<file path="config.mk">
export PLATFORM = sky130hd
export DESIGN_NAME = cpu_trace_buffer
export DESIGN_NICKNAME = d
export VERILOG_FILES = /design/src/rtl/cpu_trace_buffer.sv
export SDC_FILE = /design/constraint.sdc
export NUM_CORES = 2
export LEC_CHECK = 0
export BUFFER_PORTS_ARGS = -buffer_cell sky130_fd_sc_hd__clkbuf_2
export CORE_MARGIN = 1.5
export CORE_UTILIZATION = 62
export DETAILED_ROUTE_END_ITERATION = 16
export MAX_ROUTING_LAYER = met4
export PLACE_DENSITY = 0.82
export REMOVE_ABC_BUFFERS = 1
export SLEW_MARGIN = 20
export SYNTH_ARGS = -nofsm -noshare
export SYNTH_HDL_FRONTEND = slang
export SYNTH_SLANG_ARGS = --single-unit
</file>
<file path="constraint.sdc">
create_clock -name clk -period 12.9 [get_ports clk]
set_clock_uncertainty 0.15 [all_clocks]
set_input_delay 2.58 -clock clk [delete_from_list [all_inputs] [get_ports clk]]
set_output_delay 2.58 -clock clk [all_outputs]
set_load 0.005 [all_outputs]
</file>
<file path="src/rtl/cpu_trace_buffer.sv">
// Retirement trace buffer: captures CPU retire records into a FIFO and streams each as 4 x 32-bit beats.
// Optional PC window filter enabled by defining TRACE_PC_FILTER_EN (adds filt_lo / filt_hi inputs).
module cpu_trace_buffer #(
    parameter int DEPTH = 16,
    parameter int CNT_W = 16
) (
    input  logic                     clk,
    input  logic                     Reset,
    input  logic                     cap_en,
    input  logic                     PCWre,
    input  logic [31:0]              _PCOut,
    input  logic [31:0]              _instruction,
    input  logic                     RegWre,
    input  logic [4:0]               _ThirdReg,
    input  logic [31:0]              _WriteData,
`ifdef TRACE_PC_FILTER_EN
    input  logic [31:0]              filt_lo,
    input  logic [31:0]              filt_hi,
`endif
    output logic                     t_valid,
    input  logic                     t_ready,
    output logic [31:0]              t_data,
    output logic                     t_last,
    output logic [$clog2(DEPTH):0]   count,
    output logic                     empty,
    output logic                     full,
    output logic [CNT_W-1:0]         drop_cnt
);

    localparam int AW    = $clog2(DEPTH);
    localparam int REC_W = 102;

    localparam logic [AW-1:0]    PTR_ONE   = {{(AW-1){1'b0}}, 1'b1};
    localparam logic [AW-1:0]    PTR_ZERO  = {AW{1'b0}};
    localparam logic [AW:0]      CNT_ZERO  = {(AW+1){1'b0}};
    localparam logic [AW:0]      CNT_ONE   = {{AW{1'b0}}, 1'b1};
    localparam logic [AW:0]      CNT_FULL  = (AW+1)'(DEPTH);
    localparam logic [CNT_W-1:0] DROP_ONE  = {{(CNT_W-1){1'b0}}, 1'b1};
    localparam logic [CNT_W-1:0] DROP_MAX  = {CNT_W{1'b1}};
    localparam logic [CNT_W-1:0] DROP_ZERO = {CNT_W{1'b0}};

    typedef enum logic [2:0] {
        ST_IDLE = 3'd0,
        ST_B0   = 3'd1,
        ST_B1   = 3'd2,
        ST_B2   = 3'd3,
        ST_B3   = 3'd4
    } state_t;

    // Record layout: {pc[101:70], instr[69:38], regwre[37], reg[36:32], wdata[31:0]}
    logic [REC_W-1:0] mem_r [DEPTH];
    logic [AW-1:0]    wr_ptr_r;
    logic [AW-1:0]    rd_ptr_r;
    logic [AW-1:0]    rd_ptr_inc_s;
    state_t           state_r;
    logic             filt_ok_s;
    logic             push_req_s;
    logic             push_s;
    logic             pop_s;
    logic             drop_s;
    logic [AW:0]      count_nxt_s;
    logic [REC_W-1:0] rec_cur_s;
    logic [REC_W-1:0] rec_nxt_s;

    // PC window qualification of retirements
    always_comb begin
`ifdef TRACE_PC_FILTER_EN
        filt_ok_s = (_PCOut >= filt_lo) && (_PCOut <= filt_hi);
`else
        filt_ok_s = 1'b1;
`endif
    end

    // Push/pop/drop decisions; a full FIFO still accepts when the head record leaves this cycle
    always_comb begin
        rd_ptr_inc_s = rd_ptr_r + PTR_ONE;
        pop_s        = (state_r == ST_B3) && t_valid && t_ready;
        push_req_s   = cap_en && PCWre && filt_ok_s;
        push_s       = push_req_s && (!full || pop_s);
        drop_s       = push_req_s && full && !pop_s;
        rec_cur_s    = mem_r[rd_ptr_r];
        rec_nxt_s    = mem_r[rd_ptr_inc_s];
    end

    // Occupancy after this cycle's push and pop
    always_comb begin
        case ({push_s, pop_s})
            2'b10:   count_nxt_s = count + CNT_ONE;
            2'b01:   count_nxt_s = count - CNT_ONE;
            default: count_nxt_s = count;
        endcase
    end

    // Record storage; contents deliberately not reset
    always_ff @(posedge clk) begin
        if (push_s) begin
            mem_r[wr_ptr_r] <= {_PCOut, _instruction, RegWre, _ThirdReg, _WriteData};
        end
    end

    // Pointers, occupancy flags and saturating drop counter
    always_ff @(posedge clk or negedge Reset) begin
        if (!Reset) begin
            wr_ptr_r <= PTR_ZERO;
            rd_ptr_r <= PTR_ZERO;
            count    <= CNT_ZERO;
            empty    <= 1'b1;
            full     <= 1'b0;
            drop_cnt <= DROP_ZERO;
        end else begin
            if (push_s) begin
                wr_ptr_r <= wr_ptr_r + PTR_ONE;
            end else begin
                wr_ptr_r <= wr_ptr_r;
            end
            if (pop_s) begin
                rd_ptr_r <= rd_ptr_inc_s;
            end else begin
                rd_ptr_r <= rd_ptr_r;
            end
            count <= count_nxt_s;
            empty <= (count_nxt_s == CNT_ZERO);
            full  <= (count_nxt_s == CNT_FULL);
            if (drop_s && (drop_cnt != DROP_MAX)) begin
                drop_cnt <= drop_cnt + DROP_ONE;
            end else begin
                drop_cnt <= drop_cnt;
            end
        end
    end

    // Read FSM with registered beat outputs; every state holds its beat until accepted.
    // After B3 only records stored before this cycle chain on, so a record pushed in the
    // same cycle as the last pop is read via IDLE once its write has landed.
    always_ff @(posedge clk or negedge Reset) begin
        if (!Reset) begin
            state_r <= ST_IDLE;
            t_valid <= 1'b0;
            t_data  <= 32'h0000_0000;
            t_last  <= 1'b0;
        end else begin
            case (state_r)
                ST_IDLE: begin
                    if (count != CNT_ZERO) begin
                        state_r <= ST_B0;
                        t_valid <= 1'b1;
                        t_data  <= rec_cur_s[101:70];
                        t_last  <= 1'b0;
                    end else begin
                        state_r <= ST_IDLE;
                        t_valid <= 1'b0;
                        t_data  <= 32'h0000_0000;
                        t_last  <= 1'b0;
                    end
                end
                ST_B0: begin
                    if (t_ready) begin
                        state_r <= ST_B1;
                        t_data  <= rec_cur_s[69:38];
                    end else begin
                        state_r <= ST_B0;
                    end
                end
                ST_B1: begin
                    if (t_ready) begin
                        state_r <= ST_B2;
                        t_data  <= {rec_cur_s[37], 26'd0, rec_cur_s[36:32]};
                    end else begin
                        state_r <= ST_B1;
                    end
                end
                ST_B2: begin
                    if (t_ready) begin
                        state_r <= ST_B3;
                        t_data  <= rec_cur_s[31:0];
                        t_last  <= 1'b1;
                    end else begin
                        state_r <= ST_B2;
                    end
                end
                ST_B3: begin
                    if (t_ready && (count != CNT_ONE)) begin
                        state_r <= ST_B0;
                        t_data  <= rec_nxt_s[101:70];
                        t_last  <= 1'b0;
                    end else if (t_ready) begin
                        state_r <= ST_IDLE;
                        t_valid <= 1'b0;
                        t_data  <= 32'h0000_0000;
                        t_last  <= 1'b0;
                    end else begin
                        state_r <= ST_B3;
                    end
                end
                default: begin
                    state_r <= ST_IDLE;
                    t_valid <= 1'b0;
                    t_data  <= 32'h0000_0000;
                    t_last  <= 1'b0;
                end
            endcase
        end
    end

endmodule

</file>
== Word-level counts from Yosys, hierarchy flattened ==
Memories as Yosys holds them, arrays and structs flattened.
Index checks and enable logic that the tools add are counted.
Storage, ports and cells
  register bits: 68
  latch bits: 0
  bits in writable memories: 1632
  ROM bits: 0
  input port bits: 107
  output and inout port bits: 57
  logic and storage cells: 76
  memories kept: 1
Cells by class
  add/sub/neg operators: 5
  $mul: 0
  divide/modulo/power cells: 0
  $lt $le $gt $ge: 0
  eq/ne operators: 15
  shifts and indexed selects: 0
  multiplexer cells: 24
  bitwise operators: 2
  reductions and logical operators: 19
Memory list
  mem_r: words 16, width 102, rd ports 2, clocked after memory_dff 0, write ports 1, line 51  | logic [REC_W-1:0] mem_r [DEPTH];
Operator list (count)
  $mux 32: 6
  $pmux 32 s5: 1
  $add 16x1->16 const B: 1
  $ne 16x16->1 const B: 1
  $pmux 3 s5: 1
  $ne 2x2->1 const B: 5
  $pmux 5 s2: 1
  $mux 1: 9
  $mux 3: 3
  $add 4x1->4 const B: 2
  $logic_and 1x1->1: 8
  $eq 3x2->1 const B: 2
  $pmux 1 s3: 2
  $reduce_and 3->1: 2
  $add 5x1->5 const B: 1
  $eq 5x5->1 const B: 1
  $logic_not 5->1: 1
  $ne 5x1->1 const B: 1
  $reduce_bool 5->1: 1
  $sub 5x1->5 const B: 1
  $reduce_and 4->1: 1
  $eq 3x1->1 const B: 1
  $eq 3x3->1 const B: 1
  $logic_not 3->1: 1
  other kinds (9): 11

== Logic depth before layout (Yosys ltp) ==
  depth after elaboration: 8
  mapped depth: 13
  mapped depth without buffers: 11

== Least setup slack after synthesis ==
Ideal clock, no wire load.
  path kind: input-to-reg
  from: input t_ready
  to: memory mem_r[3][0] (enable)
  setup time: 0.688 ns
  data arrival time: 10.702 ns
  data required time: 12.062 ns
  path slack: 1.360 ns
  stages: 7
  path buffers: 2
  cells stage by stage: clkbuf_1 -> nand2_1 -> or3_1 -> buf_2 -> a21oi_4 -> nand2_1 -> nor3_1
Between the ends
  longest elaborated chain between the ends: 5
RTL lines
  start, declared: line 21  | input logic t_ready,
  $logic_and 1x1->1: line 77  | pop_s = (state_r == ST_B3) && t_valid && t_ready;
  $logic_or 1x1->1: line 79  | push_s = push_req_s && (!full || pop_s);
  $logic_and 1x1->1: line 79
  via push_s: line 58  | logic push_s;
  $mux 1: line 96  | if (push_s) begin
  $mux 1 (not written as such): line 97  | mem_r[wr_ptr_r] <= {_PCOut, _instruction, RegWre, _ThirdReg, _WriteData};
  end, declared: line 51
The timed path passes the listed nets, and every way through them passes these cells.

== Worst setup path after layout ==
  from: input t_ready
  to: memory mem_r[11][77] (enable)
Same word-level chain as after synthesis.

==> impl_results.md <==
* I/O Pins at 164
* CP startpoint kind: primary input
* First-pass GRT wire length at between 200,000 and 300,000 um
* Area Growth Syn to Fin at 11.2%
* Fmax at ~150 MHz
* Least-Margin Pin Slew at between 1 and 1.5 ns
* Outcome: finished clean
* Core area at 0.111 mm^2
* Pin count of the biggest net entering global routing at between 100 and 150
* Crit end category: flop
* WP data required at about 13 ns
* Minimum clock period at ~6.5 ns
* Number of gates resized after CTS at 0
* FF+latch count, synth at approximately 1,700
* Via count at between 30,000 and 40,000
* Top post-synthesis cells by area: edfxtp_1 (71%), mux4_2 (16%), mux2i_1 (2.9%)
* CP cell instances: clkbuf_2, nand2_1, or3_1, a21oi_4, nand2_1, nor2_4, buf_4, buf_4
* Cells after synthesis at around 3,300
* Clk_lat worst skew at about 0.79 ns
* Cell Pwr Density at 192 mW/mm^2
* Die height at approximately 340 um
* Synth cell types at 65
* ANT nets after route at 0
* Reg clk slew, reported paths at 0.06 ns
* Row cnt at approximately 120
* CTS Buf Count at approximately 160
* Period Utilization, post-route at 50.0%
* Sequential area share after synthesis at 73.4%
* Max FO, Critical Path at 43
* Ys async rst share at under 10%
* Initial Util at ~62%
* Placer congestion estimate at ~0.86
* Placed Area at 0.0715 mm^2
* Max-slew headroom at 11.0%
* Synthesized area per cell at between 20 and 25 um^2
* Synth Flop Type: edfxtp_1
* Share of post-route cells with drive strength above 1 at roughly 29%
* Vias in the first global route at just under 40,000
* Synth warn at 0
* Max IR drop VDD at 0.214 mV
* H-tree Lvls at 4
* Number of port buffers at around 160
* Worst min path class: reg2reg
* CTS Sinks at 1,700
* Total gr overflow at 0
* Wire per inst at between 30 and 40 um
* Reg2reg setup slack at between 7 and 8 ns
* Crit Path Category: in2reg
* GRT Total Usage at roughly a third
* Die area at ~0.11 mm^2
* CTS tree: built
* # hold bufs at CTS at 0
* Slew Viols, Final at 0
* Clock Path Buffers at 3
* # DRC at 0
* Die W at roughly 340 um
* Final nets at between 3,000 and 4,000
* Drt pass-1 iters at 8
* CP max stage cell: nor2_4
* Hpwl dp at a little under 100,000 um
* CTS root buf: clkbuf_16
* Mapped Area at 0.0691 mm^2
* Via-per-instance ratio at 7.33
* Max Cap Viol at 0
* Design area at 0.0769 mm^2
* # fillers at about 6,200
* Worst Setup Slack, final at 6.45 ns
* Synth top area share at between 70% and 80%
* Leakage at 24.6 nW
* Worst slack at placement at about 5.8 ns
* Final Hold Fails at 0
* 1st-iter DRT viols at 5,868
* Initial antenna violation count at 19
* Setup repair bufs after CTS at 0
* Critical Path AT at ~6.7 ns
* Post-synth EDFFs at 1,632
* Setup-violating endpoint count in the final report at 0
* Slowest Stage Delay on Critical Path at 0.95 ns
* Leading area contributor after synthesis: edfxtp_1
* Drt total wl at 186,000 um
* RSZ-0062 raised after global routing: no
-- per-layer routing --
| layer | GRT usage [%] | up-vias | routed length, um | share of wire, % |
|---|---|---|---|---|
| met5 | - | - | 0 | 0 |
| met4 | 17.5 | 0 | 9450 | 5.1 |
| met3 | 7.87 | 611 | 24700 | 13 |
| met2 | 53.5 | 3384 | 91500 | 49 |
| met1 | 43.2 | 19176 | 60000 | 32 |
| li1 | - | 14286 | - | - |
-- sequential cells by signal, summed over array words and instances (netlist names) --
register	count
wr_ptr_r	4
count	5
t_last	1
t_valid	1
state_r	3
drop_cnt	16
mem_r	1632
t_data	32
empty	1
rd_ptr_r	4
full	1
-- layout by cell type (no fill, tap or decap), types with 10 or more instances in the layout --
master,synthesis,final
a21oi_1,33,32
a221oi_1,12,12
a22oi_1,80,80
a32oi_1,11,11
buf_4,34,79
bufinv_16,0,11
clkbuf_1,48,38
clkbuf_16,0,168
clkbuf_2,0,162
clkinv_1,1,29
clkinv_2,0,26
dfrtp_1,67,63
diode_2,0,20
edfxtp_1,1632,1632
ha_1,12,11
inv_1,19,18
mux2i_1,199,199
mux4_2,504,504
nand2_1,93,88
nand3_1,30,30
nor2_1,64,51
nor2_4,0,12
nor2b_1,11,11
nor3_1,54,47
nor4_1,10,10
o21ai_0,17,17
o21ai_1,21,21
o22ai_1,73,73
xnor2_1,12,12
xor2_1,12,12
-- metrics by stage --
step / std cells / power (mW) / util [%] / hold WS, ns / TNS [ns]
after floorplan: 3057 / 10.4 / - / 0.334 / -435.71
after global placement: 4788 / 9.91 / 64.6 / 0.333 / 0
after detailed placement: 4790 / 10.0 / 64.7 / 0.340 / 0
after CTS: 5088 / 14.8 / 69.4 / 0.348 / 0
after global routing: 5107 / 15.2 / 69.5 / 0.378 / 0
final: 5110 / 14.8 / 69.5 / 0.345 / 0
-- worst max-delay path, delay by kind of cell --
family / cells / cell delay (ns)
and+or+nand+nor: 4 / 1.89
buffers and inverters: 3 / 1.70
AOI/OAI and AO/OA: 1 / 0.43
-- synth_stat cells, types with 4 or more instances --
cell,n
dfrtp_1,67
o31a_1,7
clkbuf_1,48
buf_4,34
a21oi_1,33
inv_1,19
a31oi_1,4
a211oi_1,9
mux2i_1,199
nand3_1,30
a32oi_1,11
o21ai_1,21
xor2_1,12
mux4_2,504
o211ai_1,4
ha_1,12
o22ai_1,73
a22oi_1,80
nor3_1,54
buf_2,78
a221oi_1,12
buf_6,21
nand4_1,9
o21ai_0,17
xnor2_1,12
nor2_1,64
buf_1,11
nand2b_1,4
a22o_1,7
edfxtp_1,1632
or3_1,5
nand2_1,93
nor2b_1,11
nor4_1,10
-- logic make-up (layout without fill, tap and decap cells) --
kind of cell | count (synthesis) | after routing | synth area share, %
AOI/OAI and AO/OA | 294 | 294 | 2.91
xor gates and xnor gates | 25 | 25 | 0.328
adders and majority gates | 12 | 12 | 0.217
buffers and inverters | 215 | 565 | 1.77
DFF | 1700 | 1700 | 73.4
muxes | 705 | 705 | 19.3
other | 0 | 20 | 0
and+or+nand+nor | 301 | 301 | 2.06
-- worst paths after layout --
kind	startpoint	end	cells after the start
worst max-delay path	t_ready	mem_r[11][77]	8
worst min-delay path	drop_cnt[15]	drop_cnt[15]	1
worst max register to register	rd_ptr_r[0]	t_data[27]	9
worst min register to register	drop_cnt[15]	drop_cnt[15]	1
max in group asynchronous	Reset	rd_ptr_r[2]	2
min in group asynchronous	Reset	t_data[0]	1
-- power breakdown --
part           internal [mW]  leakage, nW  switching (mW)  total (mW)
sequential              6.38         15.6           0.231        6.61
clock                   2.67         2.56            2.06        4.72
combinational           1.54         6.45            1.92        3.46
-- layout make-up --
| cell class | instances | area (um^2) | area share (%) |
|---|---|---|---|
| Antenna cell | 20 | 50.0 | 0.0651 |
| Clock buffer | 215 | 4470 | 5.81 |
| Clock inverter | 83 | 766 | 0.996 |
| Inverter | 20 | 75.1 | 0.0976 |
| Multi-Input combinational cell | 1337 | 17400 | 22.6 |
| Sequential cell | 1700 | 50700 | 66.0 |
| Tap cell | 1488 | 1860 | 2.42 |
| Timing Repair Buffer | 247 | 1550 | 2.01 |
Power figures use the tool's default switching activity.
